File: config.mk
export PLATFORM = sky130hd
export DESIGN_NAME = uart_tx_drain
export DESIGN_NICKNAME = d
export VERILOG_FILES = /design/src/rtl/uart_pkg.sv /design/src/rtl/baud_tick_gen.sv /design/src/rtl/uart_tx_drain.sv
export SDC_FILE = /design/constraint.sdc
export NUM_CORES = 1
export LEC_CHECK = 0
export CORE_UTILIZATION = 60
export DETAILED_ROUTE_END_ITERATION = 6
export PLACE_DENSITY = 0.83
export SLEW_MARGIN = 10
export SYNTH_ARGS = -nofsm -noshare
export SYNTH_HDL_FRONTEND = slang
export SYNTH_HIERARCHICAL = 1
export SYNTH_SLANG_ARGS = --single-unit
export TNS_END_PERCENT = 1
File: constraint.sdc
create_clock -name clk -period 5.49 [get_ports clk]
set_clock_uncertainty 0.15 [all_clocks]
set_input_delay 1.647 -clock clk [delete_from_list [all_inputs] [get_ports clk]]
set_output_delay 1.647 -clock clk [all_outputs]
set_load 0.005 [all_outputs]
File: src/rtl/uart_pkg.sv
// Shared definitions for the UART transmit drain.
// Optional feature macro: UART_TX_PARITY_EN adds the even-parity bit state.
package uart_pkg;

    // FSM state encoding; the value 3 only exists when parity is built in.
    typedef enum logic [2:0] {
        IDLE   = 3'd0,
        START  = 3'd1,
        DATA   = 3'd2,
`ifdef UART_TX_PARITY_EN
        PARITY = 3'd3,
`endif
        STOP   = 3'd4
    } uart_state_t;

endpackage

File: src/rtl/baud_tick_gen.sv
// Bit-period timer: counts 0..BAUD_DIV-1 and wraps.
// tick is high on the last clock of every bit period.
module baud_tick_gen #(
    parameter int BAUD_DIV = 10416
) (
    input  logic clk,
    input  logic reset,
    input  logic clear,
    output logic tick
);

    localparam int CNT_W = (BAUD_DIV > 1) ? $clog2(BAUD_DIV) : 1;

    logic [CNT_W-1:0] count;

    assign tick = (count == CNT_W'(BAUD_DIV - 1));

    // Free-running bit timer, held at zero by reset or clear, wraps on tick.
    always_ff @(posedge clk) begin
        if (!reset || clear) begin
            count <= '0;
        end else if (tick) begin
            count <= '0;
        end else begin
            count <= count + CNT_W'(1);
        end
    end

endmodule

File: src/rtl/uart_tx_drain.sv
// UART transmitter draining a show-ahead FIFO: one word per frame,
// start bit, DATA_WIDTH data bits LSB first, optional parity, stop bit.
// Optional feature macro: UART_TX_PARITY_EN inserts an even-parity bit.
// Handshake: fifo_rd is a one-cycle pop strobe, raised only in IDLE while
// fifo_empty=0 and reset is released; fifo_rdata is captured on that same
// edge, so the word at the FIFO head is consumed exactly once.
// The FSM state is kept in the typed signal 'state' for checker binding.
module uart_tx_drain
    import uart_pkg::*;
#(
    parameter int DATA_WIDTH = 8,
    parameter int BAUD_DIV   = 10416
) (
    input  logic                  clk,
    input  logic                  reset,
    input  logic                  fifo_empty,
    input  logic [DATA_WIDTH-1:0] fifo_rdata,
    output logic                  fifo_rd,
    output logic                  tx,
    output logic                  tx_busy,
    output logic                  tx_done
);

    localparam int IDX_W = (DATA_WIDTH > 1) ? $clog2(DATA_WIDTH) : 1;

    uart_state_t           state;
    logic [DATA_WIDTH-1:0] shreg;
    logic [DATA_WIDTH-1:0] shreg_shifted;
    logic [IDX_W-1:0]      bit_idx;
    logic                  tick;
    logic                  timer_clear;
`ifdef UART_TX_PARITY_EN
    logic                  parity_bit;
`endif

    // The bit timer restarts from zero whenever a frame is not in progress.
    assign timer_clear   = (state == IDLE);
    assign shreg_shifted = shreg >> 1;

    // Pop is combinational so it falls in the IDLE cycle itself, never while in reset.
    assign fifo_rd = reset && (state == IDLE) && !fifo_empty;

    // Last clock of the stop bit, decoded from registered state and timer.
    assign tx_done = (state == STOP) && tick;

    baud_tick_gen #(
        .BAUD_DIV (BAUD_DIV)
    ) u_baud_tick_gen (
        .clk   (clk),
        .reset (reset),
        .clear (timer_clear),
        .tick  (tick)
    );

    // Frame sequencer: tx and tx_busy are updated together with the state.
    always_ff @(posedge clk) begin
        if (!reset) begin
            state   <= IDLE;
            tx      <= 1'b1;
            tx_busy <= 1'b0;
            shreg   <= '0;
            bit_idx <= '0;
`ifdef UART_TX_PARITY_EN
            parity_bit <= 1'b0;
`endif
        end else begin
            case (state)
                IDLE: begin
                    tx      <= 1'b1;
                    tx_busy <= 1'b0;
                    bit_idx <= '0;
                    if (!fifo_empty) begin
                        shreg   <= fifo_rdata;
`ifdef UART_TX_PARITY_EN
                        parity_bit <= ^fifo_rdata;
`endif
                        state   <= START;
                        tx      <= 1'b0;
                        tx_busy <= 1'b1;
                    end
                end
                START: begin
                    if (tick) begin
                        state   <= DATA;
                        tx      <= shreg[0];
                        bit_idx <= '0;
                    end
                end
                DATA: begin
                    if (tick) begin
                        if (bit_idx == IDX_W'(DATA_WIDTH - 1)) begin
`ifdef UART_TX_PARITY_EN
                            state <= PARITY;
                            tx    <= parity_bit;
`else
                            state <= STOP;
                            tx    <= 1'b1;
`endif
                        end else begin
                            bit_idx <= bit_idx + IDX_W'(1);
                            shreg   <= shreg_shifted;
                            tx      <= shreg_shifted[0];
                        end
                    end
                end
`ifdef UART_TX_PARITY_EN
                PARITY: begin
                    if (tick) begin
                        state <= STOP;
                        tx    <= 1'b1;
                    end
                end
`endif
                STOP: begin
                    if (tick) begin
                        state   <= IDLE;
                        tx      <= 1'b1;
                        tx_busy <= 1'b0;
                    end
                end
                default: begin
                    state   <= IDLE;
                    tx      <= 1'b1;
                    tx_busy <= 1'b0;
                end
            endcase
        end
    end

endmodule

==> results_dict.tcl, run 1 <==
set metrics [dict create \
    clk_latency_ns 0.34 \
    antenna_found_initial 0 \
    dp_hpwl_um 2040 \
    seq_area_frac_synth_pct 39.9 \
    dieArea_sq_mm 0.00271 \
    fmax_mhz 203 \
    worstSetupPathType "input port to primary output" \
    ff2ff_setup_slack_ns 2.53 \
    start_util_pct 65.5 \
    antenna_cells 0 \
    ys_warn_count 6 \
    gp_congestion 0.790 \
    p_leak_uw 0.000572 \
    track_usage_pct 24.8 \
    cts_root_buf "clkbuf_4" \
    rr_worst_depth 7 \
    design_area_sq_mm 0.00168 \
    first_iter_violations 34 \
    vdd_drop_max_uv 182 \
    vias 1193 \
    hp-start "bit_idx[1]" \
    synthCells 167 \
    period_share_pct 89.7 \
    min_period_ns 4.93 \
    critPathRequiredTime_ns 3.69 \
    cts_tree "yes" \
    groute.layer.met3.usage_pct 6.73 \
    fin_nets 195 \
    slew_headroom_pct 36.4 \
    area_growth_pct 11.8 \
    h-tree-depth 2 \
    grt-busiest-layer "met2" \
    hold_buffers 0 \
    synth_area_sq_mm 0.00151 \
    grt_pass1_wl_um 4770 \
    fp.dieW_um 52.1 \
    hold_viol 0 \
    core_area_sq_mm 0.00230 \
    syn_nets 182 \
    grt_max_degree 20 \
    drcViolationCount 0 \
    fillers 163 \
    synth.distinct_cells 39 \
    maxCapViolations 0 \
    final_antenna_net_count 0 \
    critPathLaunchType "input port" \
    syn_area_per_cell_sq_um 9.01 \
    p_total_uw 406 \
    wl_per_cell_um 13.9 \
    run_status "completed" \
    use_met1_pct 26.6 \
    io_buffers 14 \
    cp.arrival_ns 3.13 \
    ioPinCount 15 \
    die_h_um 52.1 \
    first_pass_iters 4 \
    cts_setup_buffers 0 \
    cts.reportedPaths.clkPinSlew_ns 0.09 \
    final_layout_size_suffix_gt1_share_pct 9.39 \
    setup_violations 0 \
    r2r_start "u_baud_tick_gen/count[0]" \
    cts_max_path_buffers 2 \
    cts_resized 0 \
    fp-row-count 17 \
    overflow 0 \
    multiInputGateArea_sq_um 825 \
    maxSlewViolCount 0 \
    via_per_inst 5.71 \
    numCtsBuffers 5 \
    hold_class "flop to flop" \
    hold-worst-slack_ns 0.317 \
    grt_pass1_vias 1163 \
    tightest_slew_ns 0.950 \
    power_density_mw_per_mm2 241 \
    route.final.wire_length_um 2900 \
    cts_sinks 30 \
    setup_tns_ns 0 \
    ys_ff_latch 30 \
    cp-end-kind "primary output" \
    seq_area_sq_um 601 \
    hold_depth 2 \
    dpl-instance-area_sq_mm 0.00162 \
    rsz0062_at_grt "no" \
    min_to "bit_idx[1]" \
    r2r_end "shreg[1]" \
    cp_max_fo 2 \
    use_met2_pct 41.9 \
]
power breakdown:
| group | switching [uW] | internal [uW] | leakage, uW |
|---|---|---|---|
| Combinational | 16.6 | 19.4 | 0.000292 |
| Clock | 77.4 | 61.9 | 0.0000353 |
| Sequential | 6.15 | 224 | 0.000244 |
| Total | 100 | 306 | 0.000572 |
sequential cells by signal (all words and copies together) (netlist names):
register	count
u_baud_tick_gen/count	14
bit_idx	3
tx	1
shreg	8
tx_busy	1
state	3
cell families (layout without fill, tap and decap cells):
kind of cell | Yosys count | count (layout) | share of synthesized area [%]
mux | 11 | 11 | 7.32
buf+inv | 13 | 27 | 5.32
fa+ha+maj | 4 | 4 | 3.33
flops | 30 | 30 | 39.9
simple gates | 70 | 70 | 24.6
compound gates | 26 | 26 | 12.0
xor+xnor | 13 | 13 | 7.56
layer usage:
layer / vias up / wire length (um)
met2: 35 / 1390
li1: 605 / -
met5: - / 0
met4: 0 / 68
met3: 7 / 152
met1: 546 / 1290
cell type report:
class / instances / share of cell area, %
Timing Repair Buffer: 15 / 8.77
Tap cell: 28 / 2.08
Multi-Input combinational cell: 124 / 49.0
Sequential cell: 30 / 35.7
Clock inverter: 1 / 0.297
Inverter: 4 / 0.892
Clock buffer: 7 / 3.27
stage by stage:
stage                     util [%]  instances  setup WS, ns
after detailed placement      70.6        201         0.581
after global placement        70.6        201         0.703
after global routing          73.3        209         0.428
final                         73.3        209         0.565
after floorplan                  -        167          1.43
after CTS                     73.3        209         0.568
cell usage after synthesis:
library cell  number  share of area, %
a211oi_4           1               1.3
dfxtp_1           30                40
a21oi_4            1               1.1
ha_1               4               3.3
nor2_1            22               5.5
nand2_1           14               3.5
nand4b_1           1              0.58
a21o_1             1              0.50
a32oi_1            1              0.58
nand2b_1           2              0.83
or4bb_1            1              0.75
nor4_2             1              0.83
and3_1             1              0.42
nor3b_2            1              0.83
mux2i_1           11               7.3
or4_1              1              0.50
o21ai_2            2               1.2
nand3_1            6               2.0
a21oi_1            9               3.0
nor3_1             4               1.3
inv_1              4               1.0
a21oi_2            2               1.2
or2_1              1              0.42
o211ai_1           1              0.50
or3b_1             1              0.58
nor3b_1            1              0.50
o21ai_0            8               2.7
nor4_1             5               2.1
clkbuf_1           1              0.25
nand3b_1           2               1.0
buf_2              4               1.3
buf_4              1              0.50
buf_6              3               2.2
nand4_1            3               1.2
and2_1             1              0.42
or3_4              1              0.75
xor2_1             2               1.2
xnor2_1           11               6.4
and4_1             1              0.58
worst max-delay path: stages:
cell             delay, ns
clkdlybuf4s50_1       0.49
nand2b_1              0.08
nor4_1                0.33
clkdlybuf4s50_1       0.58
worst max-delay path by stage:
stage	from	to	slack [ns]	depth (start not counted)
floorplan	reset	fifo_rd	1.43	3
global placement	reset	fifo_rd	0.70	4
detailed placement	reset	fifo_rd	0.58	4
CTS	reset	fifo_rd	0.57	4
global route	reset	fifo_rd	0.43	4
finish	reset	fifo_rd	0.56	4
cells in the final DEF, fill, tap and decap left out, drive strengths merged, types with 2 or more instances in the layout:
master         count
xnor2             11
inv                4
nand4              3
nor3               4
mux2i             11
xor2               2
a21oi             12
nand3b             2
nor3b              2
dfxtp             30
ha                 4
clkdlybuf4s50     14
o21ai             10
nand3              6
nand2             14
nor4               6
nor2              22
nand2b             2
clkbuf             7
Note: power is estimated with default switching activity, not from simulation.
==> run 2, diff against run 1 <==
Settings changed: REMOVE_ABC_BUFFERS from default to 1.
==> run 2 against run 1 <==
Against the previous run: non-clock buffer count did not move; flip-flop and latch count did not move; clock power rose by 68%; critical path depth fell by 1; hold slack improved by 0.017 ns; routed wire length fell by 0.55%; worst setup slack got worse by 0.014 ns; largest cell class unchanged; largest power group is now clock; highest routed layer unchanged.
==> results_dict.tcl, run 2 (synthesis gave the netlist of run 1 again) <==
set metrics [dict create \
    power_density_mw_per_mm2 289 \
    overflow 0 \
    seq_area_sq_um 601 \
    hold-worst-slack_ns 0.334 \
    min_period_ns 4.94 \
    setup_violations 0 \
    fillers 164 \
    first_iter_violations 32 \
    cp.arrival_ns 3.14 \
    gp_congestion 0.778 \
    start_util_pct 65.5 \
    cts_setup_buffers 0 \
    setup_tns_ns 0 \
    clk_latency_ns 0.33 \
    io_buffers 14 \
    hold_class "flop to flop" \
    top_regs "u_baud_tick_gen/count x14, shreg x8" \
    dp_hpwl_um 1900 \
    final_layout_size_suffix_gt1_share_pct 9.94 \
    maxCapViolations 0 \
    core_area_sq_mm 0.00230 \
    via_per_inst 5.80 \
    tightest_slew_ns 0.940 \
    hold_buffers 0 \
    multiInputGateArea_sq_um 825 \
    run_status "completed" \
    final_antenna_net_count 0 \
    fmax_mhz 202 \
    h-tree-depth 2 \
    cts_sinks 30 \
    fp-row-count 17 \
    drcViolationCount 0 \
    grt_max_degree 20 \
    hold_viol 0 \
    cts.reportedPaths.clkPinSlew_ns 0.10 \
    period_share_pct 90.0 \
    first_pass_iters 4 \
    worst_path_largest_cell_delay_ns 0.59 \
    cts_max_path_buffers 2 \
    dieArea_sq_mm 0.00271 \
    antenna_cells 0 \
    numCtsBuffers 5 \
    grt_pass1_vias 1210 \
    final_common_cell "dfxtp_1" \
    vdd_drop_max_uv 380 \
    critPathRequiredTime_ns 3.69 \
    track_usage_pct 26.1 \
    cts_tree "yes" \
    route.final.wire_length_um 2880 \
    cp_slowest_cell "clkdlybuf4s50_1" \
    area_growth_pct 15.2 \
    fin_nets 195 \
    wl_per_cell_um 13.8 \
    die_h_um 52.1 \
    top_register "u_baud_tick_gen/count" \
    largest_reg_flops 14 \
    maxSlewViolCount 0 \
    critPathLaunchType "input port" \
    layout_common_cells "dfxtp_1 (30), nor2_1 (22), nand2_1 (14), clkdlybuf4s50_1 (14)" \
    ioPinCount 15 \
    grt_pass1_wl_um 5110 \
    fp.dieW_um 52.1 \
    worstSetupPathType "input port to primary output" \
    slew_headroom_pct 37.1 \
    cpMostUsedCell "clkdlybuf4s50_1" \
    cp-end-kind "primary output" \
    cp_max_fo 4 \
    vias 1213 \
    p_leak_uw 0.000595 \
    cts_resized 0 \
    rsz0062_at_grt "no" \
    cts_root_buf "clkbuf_4" \
    crit_chain "clkdlybuf4s50_1, nor4_1, clkdlybuf4s50_1" \
    antenna_found_initial 0 \
]
[run 2: cell count changes in the layout (fill, tap and decap cells not counted)]
cell	previous run	this run
clkinv_2	1	0
clkbuf_1	1	0
bufinv_16	0	2
[run 2: through the flow]
| step | utilization (%) | setup WS, ns | instance area, sq um | power [uW] | cells |
|---|---|---|---|---|---|
| finish | 75.5 | 0.550 | 1730 | 501 | 209 |
| global route | 75.5 | 0.475 | 1730 | 518 | 209 |
| CTS | 75.5 | 0.536 | 1730 | 506 | 209 |
| detailed placement | 70.6 | 0.561 | 1620 | 271 | 201 |
| global placement | 70.6 | 0.572 | 1620 | 269 | 201 |
| floorplan | - | 1.71 | 1440 | 253 | 158 |
[run 2: final cells by class]
cell class / instances / share of cell area [%]
Sequential cell: 30 / 34.6
Clock inverter: 2 / 3.46
Timing Repair Buffer: 15 / 8.51
Multi-Input combinational cell: 124 / 47.5
Inverter: 4 / 0.866
Clock buffer: 6 / 2.96
Tap cell: 28 / 2.02
[run 2: final timing paths]
kind,start,endpoint,slack (ns),cells past startpoint
worst max-delay path,fifo_empty,fifo_rd,0.55,3
worst min-delay path,bit_idx[1],bit_idx[1],0.33,2
worst max register to register,u_baud_tick_gen/count[0],shreg[6],2.54,7
worst min register to register,bit_idx[1],bit_idx[1],0.33,2
[run 2: metal layers]
metal  global-route usage, %  vias up  part of all wire [%]
met5                       0        -                     0
met4                    9.91        0                   1.2
met3                    8.77        5                   4.8
met2                    44.7       33                    48
met1                    29.6      564                    46
li1                        -      611                     -
[run 2: power breakdown]
| group | internal (uW) | leakage (uW) | switching [uW] | total, uW |
|---|---|---|---|---|
| Combinational | 19.3 | 0.000292 | 16.3 | 35.6 |
| Sequential | 224 | 0.000244 | 6.51 | 231 |
| Clock | 154 | 0.0000585 | 79.9 | 234 |
[run 2: worst max-delay path, delay by kind of cell]
family | cells | cell delay, ns
buffers and inverters | 2 | 1.07
and+or+nand+nor | 1 | 0.42
==> run 3, diff against run 2 <==
Settings changed: CORE_UTILIZATION 60 to 50, PLACE_DENSITY 0.83 to 0.71.
==> run 3 against run 2 <==
Against the previous run: the run now ends with design-rule violations left; sequential share of layout area up 0.98 points; critical endpoint unchanged; routed wire length is 5.1% lower; critical path depth increased by 1; first-iteration DRC count is 44% higher; power shrank 19%; design area down 2.7%; global-route usage decreased by 6.5 points; highest routed layer unchanged; combinational power about the same; count of clock-buffer cells in the layout up 1; register-to-register slack about the same.
==> results_dict.tcl, run 3 (synthesis gave the netlist of run 1 again) <==
set metrics [dict create \
    run_status "complete, but fails checks" \
    cp.arrival_ns 3.10 \
    critPathLaunchType "input port" \
    power_density_mw_per_mm2 240 \
    layout_common_cells "dfxtp_1 (30), nor2_1 (22), nand2_1 (14), clkdlybuf4s50_1 (14)" \
    rsz0062_at_grt "no" \
    cts_resized 0 \
    setup_tns_ns 0 \
    final_layout_size_suffix_gt1_share_pct 9.39 \
    io_buffers 14 \
    critPathRequiredTime_ns 3.69 \
    setup_ws_ns 0.589 \
    cts_max_path_buffers 2 \
    antenna_found_initial 0 \
    first_pass_iters 6 \
    cp-end-kind "primary output" \
    route.met3.wl_um 130 \
    wl_met2_um 1240 \
    final_antenna_net_count 0 \
    track_usage_pct 19.6 \
    wl_per_cell_um 12.9 \
    top_regs "u_baud_tick_gen/count x14, shreg x8" \
    antenna_cells 0 \
    vias 1184 \
    cts_root_buf "clkbuf_4" \
    worstSetupPathType "input port to primary output" \
    dp_hpwl_um 1970 \
    cts_setup_buffers 0 \
    fin_nets 195 \
    dieArea_sq_mm 0.00323 \
    hold_buffers 0 \
    cp_max_fo 2 \
    violations "design-rule violations" \
    setup_violations 0 \
    p_leak_uw 0.000572 \
    start_util_pct 53.7 \
    die_h_um 56.9 \
    hold_viol 0 \
    route.final.wire_length_um 2740 \
    grt_max_degree 20 \
    h-tree-depth 2 \
    tightest_slew_ns 0.942 \
    via_per_inst 5.58 \
    area_growth_pct 12.1 \
    cts_sinks 30 \
    fp.dieW_um 56.9 \
    vdd_drop_max_uv 126 \
    hold_class "flop to flop" \
    ioPinCount 15 \
    grt_pass1_vias 1131 \
    drcViolationCount 2 \
    first_iter_violations 46 \
    routed.top_layer "met4" \
    top_register "u_baud_tick_gen/count" \
    clk_latency_ns 0.34 \
    gp_congestion 0.761 \
    grt_pass1_wl_um 4830 \
    maxSlewViolCount 0 \
    fin_util_pct 60.1 \
    largest_reg_flops 14 \
    overflow 0 \
    numCtsBuffers 5 \
    period_share_pct 89.3 \
    slew_headroom_pct 36.9 \
    fmax_mhz 204 \
    cts.reportedPaths.clkPinSlew_ns 0.09 \
    cts_tree "yes" \
    dp_slack_ns 0.592 \
    maxCapViolations 0 \
    met1_length_um 1310 \
    min_period_ns 4.90 \
    final_common_cell "dfxtp_1" \
    fp-row-count 19 \
    core_area_sq_mm 0.00281 \
]
## run 3: cell type report
type / count / area [sq um]
Multi-Input combinational cell: 124 / 825
Clock buffer: 7 / 55.1
Inverter: 4 / 15.0
Fill cell: 263 / 1120
Clock inverter: 1 / 5.00
Timing Repair Buffer: 15 / 148
Tap cell: 31 / 38.8
Sequential cell: 30 / 601
## run 3: final timing paths
kind,from,to,slack [ns],cells after the start
worst max-delay path,reset,fifo_rd,0.59,4
worst min-delay path,u_baud_tick_gen/count[0],u_baud_tick_gen/count[0],0.33,1
worst max register to register,u_baud_tick_gen/count[0],shreg[6],2.55,7
worst min register to register,u_baud_tick_gen/count[0],u_baud_tick_gen/count[0],0.33,1
## run 3: where the power goes
part / switching, uW / internal [uW] / leakage (uW) / total, uW
logic: 16.0 / 19.4 / 0.000292 / 35.4
registers: 6.00 / 224 / 0.000244 / 230
clock network: 76.3 / 61.9 / 0.0000353 / 138
total: 98.4 / 306 / 0.000572 / 404
## run 3: worst max-delay path: stages
cell and delay, ns:
clkdlybuf4s50_1 0.49, nand2b_1 0.08, nor4_1 0.30, clkdlybuf4s50_1 0.58
## run 3: metal layers
metal	vias up	GRT usage [%]
li1	607	-
met1	549	24.0
met2	21	30.8
met3	7	6.22
met4	0	10.1
met5	-	0
## run 3: stage by stage
stage	instances	total power, uW	hold slack (ns)	cell area [sq um]
floorplan	158	253	0.280	1440
global placement	204	269	0.289	1630
detailed placement	204	271	0.309	1630
CTS	212	412	0.328	1690
global route	212	425	0.362	1690
finish	212	404	0.329	1690
